## src/rtl/mem_wb_stage.sv

```systemverilog
// MEM/WB pipeline register with load alignment/extension and the register file write port.
// Load data arrives from the synchronous RAM during the WB cycle and is extracted combinationally.
module mem_wb_stage #(
    parameter int unsigned REG_W   = 32,
    parameter int unsigned RADDR_W = 5
) (
    input  logic               clk,
    input  logic               rst,
    input  logic [5:0]         stall,
    input  logic               flush,
    input  logic               mem_wreg,
    input  logic [RADDR_W-1:0] mem_wd,
    input  logic [REG_W-1:0]   mem_wdata,
    input  logic               mem_whilo,
    input  logic [REG_W-1:0]   mem_hi,
    input  logic [REG_W-1:0]   mem_lo,
    input  logic [2:0]         mem_ltype,
    input  logic [1:0]         mem_addr_lo,
    input  logic [REG_W-1:0]   ram_rdata,
    output logic               wb_we,
    output logic [RADDR_W-1:0] wb_waddr,
    output logic [REG_W-1:0]   wb_wdata,
    output logic               wb_whilo,
    output logic [REG_W-1:0]   wb_hi,
    output logic [REG_W-1:0]   wb_lo,
    output logic               wb_misalign
);

    localparam logic [2:0] LT_LB  = 3'd1;
    localparam logic [2:0] LT_LBU = 3'd2;
    localparam logic [2:0] LT_LH  = 3'd3;
    localparam logic [2:0] LT_LHU = 3'd4;
    localparam logic [2:0] LT_LW  = 3'd5;

    typedef struct packed {
        logic               wreg;
        logic [RADDR_W-1:0] wd;
        logic [REG_W-1:0]   wdata;
        logic               whilo;
        logic [REG_W-1:0]   hi;
        logic [REG_W-1:0]   lo;
        logic [2:0]         ltype;
        logic [1:0]         addr_lo;
    } stage_t;

    stage_t q;
    stage_t mem_in;

    assign mem_in = '{wreg: mem_wreg, wd: mem_wd, wdata: mem_wdata, whilo: mem_whilo,
                      hi: mem_hi, lo: mem_lo, ltype: mem_ltype, addr_lo: mem_addr_lo};

    // Flush beats everything; a MEM-only stall inserts a single bubble; a full stall holds.
    always_ff @(posedge clk or posedge rst) begin
        if (rst) begin
            q <= '0;
        end else if (flush || (stall[4] && !stall[5])) begin
            q <= '0;
        end else if (!stall[4]) begin
            q <= mem_in;
        end
    end

    logic [7:0]       lbyte;
    logic [15:0]      lhalf;
    logic             misalign_c;
    logic [REG_W-1:0] load_c;

    // Big-endian lane select and extension of the RAM word.
    always_comb begin
        lbyte      = '0;
        lhalf      = '0;
        misalign_c = 1'b0;
        load_c     = q.wdata;
        case (q.addr_lo)
            2'd0:    lbyte = ram_rdata[31:24];
            2'd1:    lbyte = ram_rdata[23:16];
            2'd2:    lbyte = ram_rdata[15:8];
            default: lbyte = ram_rdata[7:0];
        endcase
        lhalf = q.addr_lo[1] ? ram_rdata[15:0] : ram_rdata[31:16];
        case (q.ltype)
            LT_LB:   load_c = {{(REG_W-8){lbyte[7]}}, lbyte};
            LT_LBU:  load_c = {{(REG_W-8){1'b0}}, lbyte};
            LT_LH: begin
                load_c     = {{(REG_W-16){lhalf[15]}}, lhalf};
                misalign_c = q.addr_lo[0];
            end
            LT_LHU: begin
                load_c     = {{(REG_W-16){1'b0}}, lhalf};
                misalign_c = q.addr_lo[0];
            end
            LT_LW: begin
                load_c     = ram_rdata;
                misalign_c = (q.addr_lo != 2'd0);
            end
            default: load_c = q.wdata;
        endcase
    end

    assign wb_we       = q.wreg && (q.wd != '0) && !misalign_c;
    assign wb_waddr    = q.wd;
    assign wb_wdata    = load_c;
    assign wb_whilo    = q.whilo;
    assign wb_hi       = q.hi;
    assign wb_lo       = q.lo;
    assign wb_misalign = misalign_c;

endmodule

```

## config.mk

```make
export PLATFORM = sky130hd
export DESIGN_NAME = mem_wb_stage
export DESIGN_NICKNAME = d
export VERILOG_FILES = /design/src/rtl/mem_wb_stage.sv
export SDC_FILE = /design/constraint.sdc
export NUM_CORES = 1
export LEC_CHECK = 0
export ABC_AREA = 1
export CAP_MARGIN = 15
export CORE_MARGIN = 2
export CORE_UTILIZATION = 47
export DETAILED_ROUTE_END_ITERATION = 12
export GPL_ROUTABILITY_DRIVEN = 0
export GPL_TIMING_DRIVEN = 0
export PLACE_DENSITY = 0.87
export SYNTH_ARGS = -nofsm -noshare
export SYNTH_HDL_FRONTEND = slang
export SYNTH_SLANG_ARGS = --single-unit
```

## constraint.sdc

```tcl
create_clock -name clk -period 5.95 [get_ports clk]
set_input_delay 0.8925 -clock clk [delete_from_list [all_inputs] [get_ports clk]]
set_output_delay 0.8925 -clock clk [all_outputs]
set_load 0.02 [all_outputs]
```

After elaboration in Yosys (flattened, before gate mapping)
Index checks and enable logic that the tools add are counted.
{"block": "totals", "regBits": 108, "elab_cells": 32}
{"block": "classes", "n_eq_ne": 8, "n_mux": 6, "reduce_logical": 10}
{"op": "2-to-1 mux 108 bit", "count": 2}
{"op": "one-hot mux 32 bit (5 select lines)", "count": 1}
{"op": "one-hot mux 8 bit (3 select lines)", "count": 1}
{"op": "2-to-1 mux 16 bit", "count": 1}
{"op": "== test 3 x 2 -> 1 bit, second input constant", "count": 2}
{"op": "== test 3 bit, second input constant", "count": 2}
{"op": "nonzero test 5 bit", "count": 1}
{"op": "== test 3 x 1 -> 1 bit, second input constant", "count": 1}
{"op": "logical AND 1 bit", "count": 3}
{"op": "== test 2 x 1 -> 1 bit, second input constant", "count": 1}
{"op": "== test 2 bit, second input constant", "count": 1}
{"op": "zero test 1 bit", "count": 2}
{"op": "zero test 2 bit", "count": 1}
{"op": "inequality test 2 x 1 -> 1 bit, second input constant", "count": 1}
{"op": "one-hot mux 1 bit (2 select lines)", "count": 1}
{"op": "nonzero test 2 bit", "count": 1}
{"op": "OR reduction 2 bit", "count": 1}
{"op": "logical OR 1 bit", "count": 1}

Depth between registers and ports, before layout
Gate-level depths: netlist of the first run.
{"block": "depth", "ltp_word": 5, "mapped_depth": 10, "mapped_depth_nobuf": 8}

Worst setup path after synthesis of the first run
No wires, ideal clock.
{"block": "synth_timing", "path_type": "input port to output port", "start": "in ram_rdata[15]", "end": "out wb_wdata[21]", "arrival_ps": 1655, "slack_ps": 3402, "stages": 5, "path_cell_list": "o21ai_0 -> nand3_2 -> nand3b_4 -> buf_4 -> nand4_1"}
{"block": "synth_between", "elab_chain_len": 2, "elab_cells_between_ends": 3, "cone_classes": "mux: 3"}
{"element": "from (decl)", "line_no": "19", "text": "input logic [REG_W-1:0] ram_rdata,"}
{"element": "one-hot mux 8 bit (3 select lines) / 2-to-1 mux 16 bit (equally long branches)", "line_no": "74, 80"}
{"element": "one-hot mux 32 bit (5 select lines) *", "line_no": "81", "text": "case (q.ltype)"}
{"element": "to (decl)", "line_no": "22", "text": "output logic [REG_W-1:0] wb_wdata,"}
Mark *: on every way between the ends. The rest lies on a longest branch, timed or not.

Worst setup path after layout of the first run
{"block": "layout_timing", "start": "in ram_rdata[31]", "end": "out wb_wdata[24]"}
The elaborated chain is that of the path after synthesis.

==> flow_summary_export.csv, run 1 <==
group,metric,value,unit
synthesis,yosysMostFrequentCell,"inv_1",
synthesis,seq_area_frac_synth,44.6,%
power,p_seq_share,41.9,%
synthesis,async_flop_share,100,%
critical_path,cp.arrival,2.93,ns
placement,dp_slack,2.17,ns
die,die-width,117,µm
grt,grt_antenna_before_repair,0,
synthesis,netlist_top_cells_area,"dfrtp_1 45%, inv_1 14%, o22ai_1 11%",
grt,grt_use_total,26.6,%
placement,io_buffers,248,
timing,setup_viol,0,
critical_path,crit_chain,"clkdlybuf4s50_1, nand2_1, nand2_1, nand4_1, buf_2, nand4_1, clkdlybuf4s50_1",
grt,grt_overflow,0,
clocking,cts_tree,"built",
synthesis,synthCells,794,
timing,hold_viol_final,0,
timing,max_freq,262,MHz
grt,grt_max_degree,65,
grt,grt_pass1_wl,29200,µm
synthesis,ys_types,23,
clocking,cts-root-buf,"clkbuf_16",
power,power_switching,0.000532,W
power,p_int,0.00135,W
critical_path,worstSetupStartpointType,"primary input",
clocking,cts_resized,0,
synthesis,yosys-top-cells-count,"226 x inv_1, 126 x nand2_1, 108 x dfrtp_1, 108 x o22ai_1, 73 x buf_4",
synthesis,synth-edff-count,0,
die,core_area,12600,µm²
clocking,htree_levels,3,
timing,layout_min_cycle_time,3.82,ns
power,ir_drop,0.000205,V
layout,utilization,72.0,%
timing,tightest_slew,0.587,ns
status,status,"finished, final reports clean",
critical_path,path_buf_inv,3,
critical_path,end_kind,"output pin",
die,die_h,117,µm
clocking,postCtsHoldBufs,0,
layout,synthToLayoutAreaGrowth,50.0,%
critical_path,crit_required,5.06,ns
placement,dp.cells,1215,
worst_hold_path,hp-class,"reg2reg",
power,p_clk_share,32.3,%
routing,wl_per_cell,14.8,µm
critical_path,cpLargestDelayFamily,"buffers and inverters",
routing,ant_nets,0,
routing,vias,5915,
power,power.density,207,nW/µm²
synthesis,synth.top_cell.area_share,44.6,%
power,comb_power_share,25.8,%
critical_path,crit_fanout,10,
power,swShare,28.3,%
layout,drive_gt1_share,11.9,%
clocking,postCtsSetupRepairBufs,0,
synthesis,yosys_register_bits,108,
synthesis,syn-num-nets,943,
synthesis,synth_top_area_cell,"dfrtp_1",
routing,drt_wl_total,18200,µm
timing,slew_headroom,60.9,%
critical_path,cpPeakStageDelay,0.69,ns
die,io_pins,253,
grt,grt_pass1_vias,5966,
synthesis,synth_flop_cell,"dfrtp_1",
job,cap_violations,0,
timing,drv_slew,0,
timing,rsz0062_at_grt,"no",
layout,layout.cells.non_filler,1231,
routing,drtIter0Drc,400,
timing,layout_setup_ws,2.13,ns
timing,finalSetupTns,0,ns
timing,skew,0,ns
clocking,worstSkewPairLatency,0.34,ns
clocking,cts.clk_slew.worst_paths,0.07,ns
die,std_cell_rows,41,
synthesis,yosysWarnings,0,
die,die-area,13800,µm²
clocking,cts_inserted_buffers,9,
clocking,cts.sink_count,108,
placement,place_hpwl,13900,µm
timing,period_share,64.2,%
synthesis,syn_area_per_cell,7.62,µm²
critical_path,cpMaxStageDelayCell,"clkdlybuf4s50_1",
routing,vias_per_cell,4.81,
layout,nets,1203,
power,p_leak,4.50,nW
critical_path,critical_path_class,"in2out",
layout,n_antenna_cell,0,
timing,whs,0.532,ns
layout,fill_cells,1024,
die,initial_utilization,48.0,%
routing,drc,0,
clocking,clk_path_buf_depth,2,
routing,firstDrtPassIters,5,
synthesis,synth_area,6050,µm²
metrics by stage:
stage	cell area, µm²	power, W
4_1_cts	9080	0.00190
5_1_grt	9080	0.00196
3_5_place_dp	8780	0.00128
3_3_place_gp	8750	0.00127
2_1_floorplan	6050	0.00104
6_report	9080	0.00188
state kept, by name (all words and copies together) (netlist names):
name,cells
q,38
wb_hi,32
wb_lo,32
wb_waddr,5
wb_whilo,1
cells by family (layout without fill, tap and decap cells):
logic type,count (synthesis),in the layout,share of synthesized area (%)
buffers and inverters,340,605,26.4
and+or+nand+nor,209,209,15.2
AOI/OAI and AO/OA,137,137,13.8
DFF,108,108,44.6
layer usage:
layer	global-route usage [%]	wire [µm]	part of all wire, %
met1	30.9	6970	38
met3	9.50	1890	10
met4	9.86	550	3.0
met2	45.4	8820	48
met5	0	0	0
placed cells by master, fill, tap and decap left out, drive strengths merged, types with 4 or more instances in the layout:
cell	n
a22oi	4
nor2	31
o21ai	8
nand3	24
buf	95
o22ai	108
nand2	129
clkdlybuf4s50	248
or2	5
dfrtp	108
a21oi	17
clkbuf	24
nand4	18
inv	234
path summary, 6_finish.rpt:
kind                                       start                    end  slack, ns  cells after the start
max                                ram_rdata[31]           wb_wdata[24]       2.13                      7
max reg2reg                     q[1]$_DFFE_PP0P_       q[1]$_DFFE_PP0P_       4.89                      4
min                        wb_lo[10]$_DFFE_PP0P_  wb_lo[10]$_DFFE_PP0P_       0.53                      2
min reg2reg                wb_lo[10]$_DFFE_PP0P_  wb_lo[10]$_DFFE_PP0P_       0.53                      2
max in group asynchronous                    rst      q[73]$_DFFE_PP0P_       4.26                      3
min in group asynchronous                    rst   wb_hi[3]$_DFFE_PP0P_       0.97                      2
worst reg2reg max path: stages, from the launching register on:
cell and delay (ns):
dfrtp_1 0.36, buf_4 0.16, inv_2 0.07, buf_2 0.22, o22ai_1 0.11
power groups by stage:
stage                     logic, W  clock network, W  registers [W]
after global routing      0.000522          0.000649       0.000793
after global placement    0.000473                 0       0.000801
after floorplan           0.000242                 0       0.000798
final                     0.000485          0.000608       0.000789
after detailed placement  0.000482                 0       0.000803
after CTS                 0.000485          0.000622       0.000789
final cells by class:
cell class,instances,area [µm²],area share (%)
flip-flops and latches,108,2700,29.8
repair buffers,249,2510,27.6
multi-input cells,346,1750,19.3
inverters,232,873,9.62
plain buffers,108,726,7.99
clock buffers,10,229,2.52
well taps,172,215,2.37
clock inverters,6,71.3,0.785
(Power assumes the default switching activity.)
==> run 2: changes to the inputs <==
--- a/config.mk
+++ b/config.mk
@@ -8,11 +8,11 @@
 export ABC_AREA = 1
 export CAP_MARGIN = 15
 export CORE_MARGIN = 2
-export CORE_UTILIZATION = 47
+export CORE_UTILIZATION = 39
 export DETAILED_ROUTE_END_ITERATION = 12
 export GPL_ROUTABILITY_DRIVEN = 0
 export GPL_TIMING_DRIVEN = 0
-export PLACE_DENSITY = 0.87
+export PLACE_DENSITY = 0.77
 export SYNTH_ARGS = -nofsm -noshare
 export SYNTH_HDL_FRONTEND = slang
 export SYNTH_SLANG_ARGS = --single-unit
==> constraint.sdc (replaced) <==
create_clock -name clk -period 3.1 [get_ports clk]
set_input_delay 0.465 -clock clk [delete_from_list [all_inputs] [get_ports clk]]
set_output_delay 0.465 -clock clk [all_outputs]
set_load 0.02 [all_outputs]
==> run 2 against run 1 <==
- clock power up 110%
- worst hold slack improved by 0.00059 ns
- sequential cell count is the same
- clock-buffer cell count up 1
- via count hardly changed
- utilization fell by 12 points
- sequential share of layout area down 0.23 points
- total power up 98%
- sequential power increased by 91%
- final area up 0.77%
- setup slack worse by 2.0 ns
- critical endpoint is now wb_wdata[26]
- largest power group unchanged
==> flow_summary_export.csv, run 2 (same netlist as run 1, synthesis figures left out) <==
group,metric,value,unit
critical_path,cpMaxStageDelayCell,"clkdlybuf4s50_1",
critical_path,endpoint,"wb_wdata[26]",
clocking,postCtsHoldBufs,0,
critical_path,cp.arrival,2.51,ns
power,power.density,408,nW/µm²
critical_path,cpPeakStageDelay,0.67,ns
critical_path,path_common_cell,"inv_2",
die,std_cell_rows,45,
clocking,cts_inserted_buffers,9,
timing,hold_viol_final,0,
timing,drv_slew,0,
timing,max_freq,336,MHz
clocking,clk_path_buf_depth,2,
die,core_area,15200,µm²
layout,nets,1204,
clocking,cts_resized,0,
placement,place_hpwl,14000,µm
placement,io_buffers,248,
layout,final_cell_mix,"248 x clkdlybuf4s50_1, 225 x inv_1, 126 x nand2_1, 108 x o22ai_1, 108 x dfrtp_1",
grt,grt_use_total,22.0,%
routing,vias_per_cell,4.74,
critical_path,crit_start,"q[3]$_DFFE_PP0P_",
grt,grt_pass1_wl,28400,µm
clocking,cts-root-buf,"clkbuf_16",
power,p_leak,4.53,nW
layout,n_antenna_cell,0,
die,die-area,16500,µm²
worst_hold_path,min_from,"wb_hi[14]$_DFFE_PP0P_",
clocking,worstSkewPairLatency,0.34,ns
clocking,cts.sink_count,108,
routing,vias,5911,
grt,grt_antenna_before_repair,0,
routing,drc,0,
timing,setup_viol,0,
die,initial_utilization,39.8,%
timing,period_share,96.0,%
power,power_switching,0.00102,W
routing,drt_wl_total,18400,µm
power,p_int,0.00271,W
clocking,cts_tree,"built",
critical_path,cp.depth,7,
timing,layout_min_cycle_time,2.98,ns
power,p_seq_share,40.6,%
critical_path,crit_chain,"inv_2, nand3_2, inv_2, clkbuf_1, nand2_1, nand4_1, clkdlybuf4s50_1",
timing,tightest_slew,0.636,ns
job,cap_violations,0,
critical_path,reg2reg_depth,4,
worst_hold_path,hp-class,"reg2reg",
critical_path,r2r-end,"q[1]$_DFFE_PP0P_",
timing,layout_setup_ws,0.124,ns
critical_path,end_kind,"output pin",
clocking,htree_levels,3,
clocking,postCtsSetupRepairBufs,0,
routing,firstDrtPassIters,5,
power,swShare,27.3,%
die,io_pins,253,
layout,final_common_cell,"clkdlybuf4s50_1",
critical_path,critical_path_class,"reg2out",
critical_path,crit_fanout,10,
power,p_clk_share,34.5,%
die,die_h,129,µm
routing,drtIter0Drc,354,
grt,grt_max_degree,43,
critical_path,path_buf_inv,4,
critical_path,crit_required,2.63,ns
routing,ant_nets,0,
die,die-width,129,µm
critical_path,worstSetupStartpointType,"register",
layout,drive_gt1_share,12.2,%
critical_path,r2r_start,"q[1]$_DFFE_PP0P_",
timing,finalSetupTns,0,ns
timing,rsz0062_at_grt,"no",
power,ir_drop,0.000219,V
critical_path,rrSetupSlack,1.98,ns
layout,synthToLayoutAreaGrowth,51.2,%
power,comb_power_share,24.9,%
grt,grt_overflow,0,
clocking,cts.clk_slew.worst_paths,0.07,ns
timing,skew,0,ns
status,status,"finished, final reports clean",
timing,slew_headroom,57.5,%
grt,grt_pass1_vias,5669,
routing,wl_per_cell,14.7,µm
critical_path,cpLargestDelayFamily,"buffers and inverters",
layout,largest_reg_flops,38,
layout,regMostFlops,"q",
placement,dp_slack,0.202,ns
run 2: through the flow:
stage               std cells  hold WS [ns]  power (W)  cell area (µm²)  utilization, %
floorplan                 794         0.497    0.00200             6060               -
finish                   1248         0.533    0.00373             9150            60.2
detailed placement       1232         0.522    0.00247             8810            58.0
CTS                      1248         0.537    0.00377             9150            60.2
global route             1248         0.550    0.00391             9150            60.2
global placement         1230         0.516    0.00246             8770            57.7
run 2: final cells by class:
cell class	count	area, µm²
fill	1358	6050
clock buffer	11	253
buffer	108	727
inverter	232	875
sequential	108	2700
timing repair buffer	250	2520
tap	188	235
clock inverter	5	82.6
multi-input combinational	346	1750
run 2: worst min-delay path by stage:
stage                            end  slack [ns]  depth (start not counted)
6_report       wb_hi[14]$_DFFE_PP0P_        0.53                          2
5_1_grt            q[86]$_DFFE_PP0P_        0.55                          2
4_1_cts        wb_hi[22]$_DFFE_PP0P_        0.54                          2
3_5_place_dp       q[94]$_DFFE_PP0P_        0.52                          2
3_3_place_gp   wb_lo[22]$_DFFE_PP0P_        0.52                          2
2_1_floorplan     q[107]$_DFFE_PP0P_        0.50                          2
run 2: power groups by stage:
stage	registers [W]	logic [W]	clock network (W)
6_report	0.00151	0.000931	0.00129
3_5_place_dp	0.00154	0.000929	0
2_1_floorplan	0.00153	0.000466	0
4_1_cts	0.00151	0.000935	0.00132
5_1_grt	0.00152	0.00100	0.00138
3_3_place_gp	0.00154	0.000916	0
run 2: layer usage:
layer / GRT usage, % / part of all wire, % / vias to the layer above
li1: - / - / 2900
met2: 36.2 / 46 / 264
met1: 27.7 / 42 / 2711
met5: 0 / 0 / -
met4: 8.76 / 2.9 / 0
met3: 6.03 / 9.4 / 36
run 2: worst register-to-register path, delay by kind of cell (launching register included):
family	cells	cell delay [ns]
buffers and inverters	3	0.48
flip-flops	1	0.37
AO/OA/AOI/OAI	1	0.13
